**src/rtl/fetch_issue_queue.sv**
```systemverilog
// Backend fetch queue: takes dual-issue fetch pairs from the front end, compacts
// them into a circular buffer and presents the two oldest entries to decode.
module fetch_issue_queue #(
    parameter int DEPTH = 8,
    parameter int PTR_W = $clog2(DEPTH)
) (
    input  logic             cpu_clk,
    input  logic             cpu_rst,
    input  logic             flush,
    output logic             get_data_req,
    input  logic [1:0]       fb_valid,
    input  logic [31:0]      fb_pc1,
    input  logic [31:0]      fb_pc2,
    input  logic [31:0]      fb_inst1,
    input  logic [31:0]      fb_inst2,
    input  logic             fb_pred_taken1,
    input  logic             fb_pred_taken2,
    input  logic [31:0]      fb_pre_branch_addr1,
    input  logic [31:0]      fb_pre_branch_addr2,
    input  logic [1:0]       fb_is_exception1,
    input  logic [1:0]       fb_is_exception2,
    input  logic [6:0]       fb_pc_exception_cause1,
    input  logic [6:0]       fb_pc_exception_cause2,
    output logic [1:0]       dec_valid,
    output logic [31:0]      dec_pc1,
    output logic [31:0]      dec_pc2,
    output logic [31:0]      dec_inst1,
    output logic [31:0]      dec_inst2,
    output logic             dec_pred_taken1,
    output logic             dec_pred_taken2,
    output logic [31:0]      dec_pred_addr1,
    output logic [31:0]      dec_pred_addr2,
    output logic             dec_exc1,
    output logic             dec_exc2,
    output logic [6:0]       dec_exc_cause1,
    output logic [6:0]       dec_exc_cause2,
    input  logic [1:0]       dec_consume,
    output logic [PTR_W:0]   count,
    output logic             overflow_err
);

    localparam int ENT_W = 105;
    localparam logic [PTR_W:0]   REQ_MAX = (PTR_W+1)'(DEPTH - 4);
    localparam logic [PTR_W+1:0] DEPTH_W = (PTR_W+2)'(DEPTH);

    logic [ENT_W-1:0] mem_q [DEPTH];
    logic [PTR_W-1:0] wr_ptr_q, wr_ptr_d, rd_ptr_q, rd_ptr_d;
    logic [PTR_W-1:0] wr_ptr_inc, rd_ptr_inc;
    logic [PTR_W:0]   count_q, count_d;
    logic             flush_q;
    logic             overflow_q, overflow_d;

    logic [ENT_W-1:0] ent1, ent2, wdata0, head1, head2;
    logic             in1, in2, we0, we1;
    logic [1:0]       req_n, push_n, pop_n;
    logic [PTR_W+1:0] space;
    logic             unused_exc_lsb;

    assign unused_exc_lsb = ^{fb_is_exception1[0], fb_is_exception2[0]};

    assign ent1 = {fb_pc1, fb_inst1, fb_pred_taken1, fb_pre_branch_addr1,
                   fb_is_exception1[1], fb_pc_exception_cause1};
    assign ent2 = {fb_pc2, fb_inst2, fb_pred_taken2, fb_pre_branch_addr2,
                   fb_is_exception2[1], fb_pc_exception_cause2};

    assign wr_ptr_inc = wr_ptr_q + PTR_W'(1);
    assign rd_ptr_inc = rd_ptr_q + PTR_W'(1);

    always_comb begin
        // A response to a request issued before a flush is dropped via flush_q.
        in1   = fb_valid[0] & ~flush & ~flush_q;
        in2   = fb_valid[1] & ~flush & ~flush_q;
        req_n = {1'b0, in1} + {1'b0, in2};

        pop_n = 2'd0;
        if (!flush) begin
            if (dec_consume == 2'b11)
                pop_n = (count_q >= 2) ? 2'd2 : count_q[1:0];
            else if (dec_consume[0])
                pop_n = (count_q != 0) ? 2'd1 : 2'd0;
        end

        space  = DEPTH_W - {1'b0, count_q} + {{PTR_W{1'b0}}, pop_n};
        push_n = req_n;
        overflow_d = overflow_q;
        if ({{PTR_W{1'b0}}, req_n} > space) begin
            push_n     = space[1:0];
            overflow_d = 1'b1;
        end

        // Slot2 moves into the first free position when slot1 is empty.
        wdata0 = in1 ? ent1 : ent2;
        we0    = (push_n != 2'd0);
        we1    = (push_n == 2'd2);

        wr_ptr_d = wr_ptr_q + PTR_W'(push_n);
        rd_ptr_d = rd_ptr_q + PTR_W'(pop_n);
        count_d  = count_q + (PTR_W+1)'(push_n) - (PTR_W+1)'(pop_n);
        if (flush) begin
            wr_ptr_d = '0;
            rd_ptr_d = '0;
            count_d  = '0;
        end
    end

    always_ff @(posedge cpu_clk or posedge cpu_rst) begin
        if (cpu_rst) begin
            wr_ptr_q   <= '0;
            rd_ptr_q   <= '0;
            count_q    <= '0;
            flush_q    <= 1'b0;
            overflow_q <= 1'b0;
        end else begin
            wr_ptr_q   <= wr_ptr_d;
            rd_ptr_q   <= rd_ptr_d;
            count_q    <= count_d;
            flush_q    <= flush;
            overflow_q <= overflow_d;
        end
    end

    always_ff @(posedge cpu_clk) begin
        if (we0) mem_q[wr_ptr_q]   <= wdata0;
        if (we1) mem_q[wr_ptr_inc] <= ent2;
    end

    assign head1 = mem_q[rd_ptr_q];
    assign head2 = mem_q[rd_ptr_inc];

    assign {dec_pc1, dec_inst1, dec_pred_taken1, dec_pred_addr1, dec_exc1, dec_exc_cause1} = head1;
    assign {dec_pc2, dec_inst2, dec_pred_taken2, dec_pred_addr2, dec_exc2, dec_exc_cause2} = head2;

    // Headroom of four covers two entries in flight plus two arriving now.
    assign get_data_req = ~cpu_rst & ~flush & ~flush_q & (count_q <= REQ_MAX);
    assign dec_valid    = {count_q >= 2, count_q != 0};
    assign count        = count_q;
    assign overflow_err = overflow_q;

endmodule

```
**config.mk**
```make
export PLATFORM = sky130hd
export DESIGN_NAME = fetch_issue_queue
export DESIGN_NICKNAME = d
export VERILOG_FILES = /design/src/rtl/fetch_issue_queue.sv
export SDC_FILE = /design/constraint.sdc
export NUM_CORES = 2
export LEC_CHECK = 0
export CAP_MARGIN = 20
export CORE_ASPECT_RATIO = 0.9
export CORE_UTILIZATION = 52
export CTS_CLUSTER_DIAMETER = 150
export DETAILED_ROUTE_END_ITERATION = 10
export HOLD_SLACK_MARGIN = 0.03
export PLACE_DENSITY = 0.73
export SETUP_SLACK_MARGIN = 0.05
export SLEW_MARGIN = 20
export SYNTH_ARGS = -nofsm -noshare
export SYNTH_HDL_FRONTEND = slang
export SYNTH_SLANG_ARGS = --single-unit
```
**constraint.sdc**
```tcl
create_clock -name cpu_clk -period 14.97 [get_ports cpu_clk]
set_input_delay 2.2455 -clock cpu_clk [delete_from_list [all_inputs] [get_ports cpu_clk]]
set_output_delay 2.2455 -clock cpu_clk [all_outputs]
set_load 0.05 [all_outputs]
```
# Yosys cells after proc, flatten, opt, wreduce, memory -nomap -nowiden
# Memory sizes are Yosys's and may differ from the RTL's.
# Cells that the tools add are included.
# op_classes
add_sub_neg	9
multipliers	0
n_div	0
order_cmp	3
n_eq_ne	2
shifts	0
n_mux	14
bitwise_logic	10
reduce_logical	2
# ops
operator	n
2-to-1 mux 105 bit	1
2-to-1 mux 2 bit	4
bitwise AND 1 bit	7
adder 3 x 1 -> 3 bit (second input constant)	2
adder 3 x 2 -> 3 bit	2
2-to-1 mux 1 bit	6
2-to-1 mux 3 bit	2
adder 5 x 2 -> 5 bit	1
greater-than comparator 2 x 5 -> 1 bit	1
subtractor 4 x 4 -> 5 bit (first input constant)	1
adder 4 x 2 -> 4 bit	1
== test 2 bit (second input constant)	2
>= comparator 4 x 2 -> 1 bit (second input constant)	1
less-or-equal comparator 4 x 3 -> 1 bit (second input constant)	1
2-to-1 mux 4 bit	1
nonzero test 4 bit	1
subtractor 4 x 2 -> 4 bit	1
inverter 1 bit	3
adder 1 x 1 -> 2 bit	1
nonzero test 2 bit	1
# totals
reg_bits	12
latch_bits	0
ramBits	840
mem_bits_ro	0
word_cells	46
memories	1
# mem_list
memory	depth	width	rd	rd_ports_with_merged_regs	write_ports	line_no	source
mem_q	8	105	2	0	2	46	logic [ENT_W-1:0] mem_q [DEPTH];

# Depth between registers and ports, before layout
# depth
word_depth	11
mapped_depth	23
mapped_depth_nobuf	22

# Worst setup path after synthesis
# Ideal clock, no wire load.
# synth_path
kind	input to register
start	input dec_consume[0]
end	memory mem_q[6][0], enable pin
setup_ns	0.728
arrival_time_ns	12.713
required_time_ns	14.242
path_slack_ns	1.529
stages	13
path_buffers	1
cell_sequence	nor2b_1 -> nand3_1 -> ha_1 -> inv_1 -> fa_1 -> inv_1 -> ha_1 -> nor2b_1 -> o221ai_1 -> a221oi_4 -> buf_6 -> mux2_1 -> o32ai_1
# synth_lines
item	line_no	source
start, declared	37	input logic [1:0] dec_consume,
end, declared	46	

==> results.json <==
{
  "cpMaxStageDelayCell": "buf_4",
  "path_clk_slew_ns": 0.06,
  "seq_area_sq_mm": 0.0255,
  "final_nets": 3929,
  "die_w_microns": 328,
  "initial_core_util_pct": 52.4,
  "drt_iter0_drc": 6643,
  "synth_cell_types": 37,
  "finalHoldViolations": 0,
  "postRouteAntennaNets": 0,
  "tns_ns": 0,
  "drive_above_1_share_pct": 23.1,
  "critPathCaptureType": "register",
  "hold_depth": 1,
  "setup_viol_count_final": 0,
  "wire_per_inst_microns": 33.2,
  "power_density_mw_per_mm2": 173,
  "dieArea_sq_mm": 0.0967,
  "cts_setup_buffers": 0,
  "syn_area_per_cell_sq_um": 14.3,
  "dp_hpwl_microns": 89600,
  "path_cells": "clkdlybuf4s50_1 -> nor2_1 -> nand2_4 -> inv_4 -> ha_1 -> inv_1 -> ha_1 -> nand2_1 -> o221ai_1 -> a221oi_4 -> buf_4 -> mux2i_4 -> buf_4 -> o21bai_4 -> buf_4 -> buf_4",
  "cts_tree": "built",
  "synth-seq-area-share_pct": 51.4,
  "cts-root-buf": "clkbuf_16",
  "rsz0062_at_grt": "no",
  "synth_ff_type": "edfxtp_1",
  "numCtsBuffers": 92,
  "routabilityCongestion": 0.831,
  "num_rows": 107,
  "grt-ovfl-total": 0,
  "syn-cell-area_sq_mm": 0.0496,
  "holdCritStartpoint": "overflow_err$_DFFE_PP0N_",
  "chipHeight_microns": 295,
  "yosysWarnings": 0,
  "cts.sink_count": 852,
  "syn_to_final_growth_pct": 16.9,
  "grtUsageMet3_pct": 7.59,
  "yosysMostFrequentCell": "o221ai_1",
  "synthCells": 3461,
  "cts.path.max_buffers": 3,
  "top_usage_layer": "met2",
  "fin_crit_ns": 9.02,
  "final_max_slew_viol_count": 0,
  "synthTopCellsByArea": "edfxtp_1 (51%), mux4_2 (19%), o221ai_1 (15%)",
  "grt_max_degree": 222,
  "r2r_cells": 19,
  "clock_insertion_delay_worst_skew_ns": 0.66,
  "global_route.usage.total_pct": 33.8,
  "io_buffers": 434,
  "use_met2_pct": 52.9,
  "core_area_sq_mm": 0.0947,
  "antenna_found_initial": 27,
  "place_inst": 4844,
  "required_ns": 15.24,
  "postRouteWirelength_microns": 167000,
  "grt_pass1_vias": 38300,
  "cts_hold_buf": 0,
  "multi_input_area_sq_mm": 0.0228,
  "ys_top_cells_by_count": "o221ai_1 (841), edfxtp_1 (840), nand2_1 (654)",
  "fin_skew_ns": 0.0171,
  "timing.rr.start": "count[3]$_DFF_PP0_",
  "synth_nets": 3701,
  "crit_buf_inv": 7,
  "cts_resized": 0,
  "post-place-ws_ns": 5.43,
  "cpPeakStageDelay_ns": 0.95,
  "worstHoldEndpoint": "overflow_err$_DFFE_PP0N_",
  "cap_violations": 0,
  "firstDrtPassIters": 8,
  "synth_top_area_share_pct": 50.8,
  "yosysTopAreaCell": "edfxtp_1",
  "p_leak_nw": 17.2,
  "cp_top_family": "buffers and inverters",
  "grt_first_pass_wirelength_microns": 241000,
  "period_share_pct": 60.2,
  "drc": 0,
  "nFillCells": 6979,
  "tightestPinTransition_ns": 1.25,
  "synthArstFlopShare_pct": 1.41,
  "path_depth": 16,
  "path_class": "in2reg",
  "status": "finished, final reports clean",
  "synth_edf_count": 840,
  "ys_ff_latch": 852,
  "regToRegSetupSlack_ns": 7.54,
  "cp_max_fo": 57,
  "start_kind": "primary input",
  "drt-vias-per-instance": 7.72,
  "crit_arrival_ns": 9.29,
  "final.setup.worst_slack_ns": 5.95,
  "dr_total_vias": 38800,
  "crit_top_cell": "buf_4",
  "max_freq_mhz": 111,
  "ir_drop_mv": 0.152,
  "globalRouteMet1Util_pct": 43.6,
  "reg2reg_to": "mem_q[5][76]$_DFFE_PP_",
  "ios": 437,
  "cts.htree.levels": 3,
  "stdcell_count": 5032,
  "holdCritPathClass": "reg2reg",
  "relSlewSlack_pct": 16.9
}
## where the power goes
group | switching, mW | total [mW] | leakage (nW) | internal [mW]
clock network | 0.973 | 2.33 | 1.49 | 1.36
registers | 0.133 | 3.04 | 7.76 | 2.91
logic | 2.93 | 4.65 | 7.96 | 1.72
total | 4.04 | 10.0 | 17.2 | 5.99
## metal layers
metal	routed length [microns]	vias up
met5	117	-
met4	9710	18
met3	23500	692
met2	78900	3370
met1	54900	19100
li1	-	15600
## worst max-delay path by stage
stage / startpoint / end / slack [ns]
2_1_floorplan: dec_consume[0] / mem_q[6][0]$_DFFE_PP_ / 1.53
3_3_place_gp: flush / mem_q[5][1]$_DFFE_PP_ / 5.55
3_5_place_dp: flush / mem_q[5][97]$_DFFE_PP_ / 5.43
4_1_cts: flush / mem_q[5][103]$_DFFE_PP_ / 6.14
5_1_grt: flush / mem_q[5][75]$_DFFE_PP_ / 5.85
6_report: flush / mem_q[5][76]$_DFFE_PP_ / 5.95
## cells in the final DEF (no fill, tap or decap), types with 4 or more instances in the layout
cell type,synthesis,layout
a21oi_1,4,4
buf_12,0,5
buf_16,0,4
buf_4,3,61
bufinv_16,0,13
clkbuf_1,208,14
clkbuf_16,0,93
clkdlybuf4s50_1,0,434
clkinv_1,0,18
clkinv_2,0,20
dfrtp_1,12,9
diode_2,0,18
edfxtp_1,840,840
fa_1,5,5
ha_1,16,15
inv_1,12,12
inv_6,0,5
mux2_2,211,211
mux2i_4,0,10
mux4_2,420,420
nand2_1,654,653
nor2_1,17,16
nor2b_1,11,9
o21bai_4,0,4
o221ai_1,841,841
xnor2_1,5,5
## final cells by class
class                           instances  area share, %
Sequential cell                       852           44.0
Multi-Input combinational cell       2226           39.3
Tap cell                             1253           2.70
Antenna cell                           18         0.0776
Inverter                               13         0.0884
Clock buffer                          107           4.10
Clock inverter                         59           1.10
Timing Repair Buffer                  504           8.64
## kinds of logic after synthesis
kind of cell             Yosys count  share of synthesized area (%)
XOR/XNOR                           7                          0.124
buffers and inverters            383                           3.20
adder cells (fa/ha/maj)           21                          0.605
multiplexers                     642                           24.1
AND/OR/NAND/NOR                  699                           5.44
flip-flops                       852                           51.4
AO/OA/AOI/OAI                    857                           15.1
## sequential cells by signal (all words and copies together) (netlist names)
register / cells
mem_q: 840
overflow_err: 1
rd_ptr_q: 3
flush_q: 1
wr_ptr_q: 3
count: 4
## stage by stage
stage	total power, mW	hold slack (ns)	utilization (%)	cell area [sq um]
finish	10.0	0.466	61.3	58000
global route	10.3	0.505	61.3	58000
CTS	9.96	0.469	61.1	57900
detailed placement	7.64	0.454	57.9	54900
global placement	7.59	0.451	57.9	54900
floorplan	6.21	0.612	-	49600
Power figures use the tool's default switching activity.
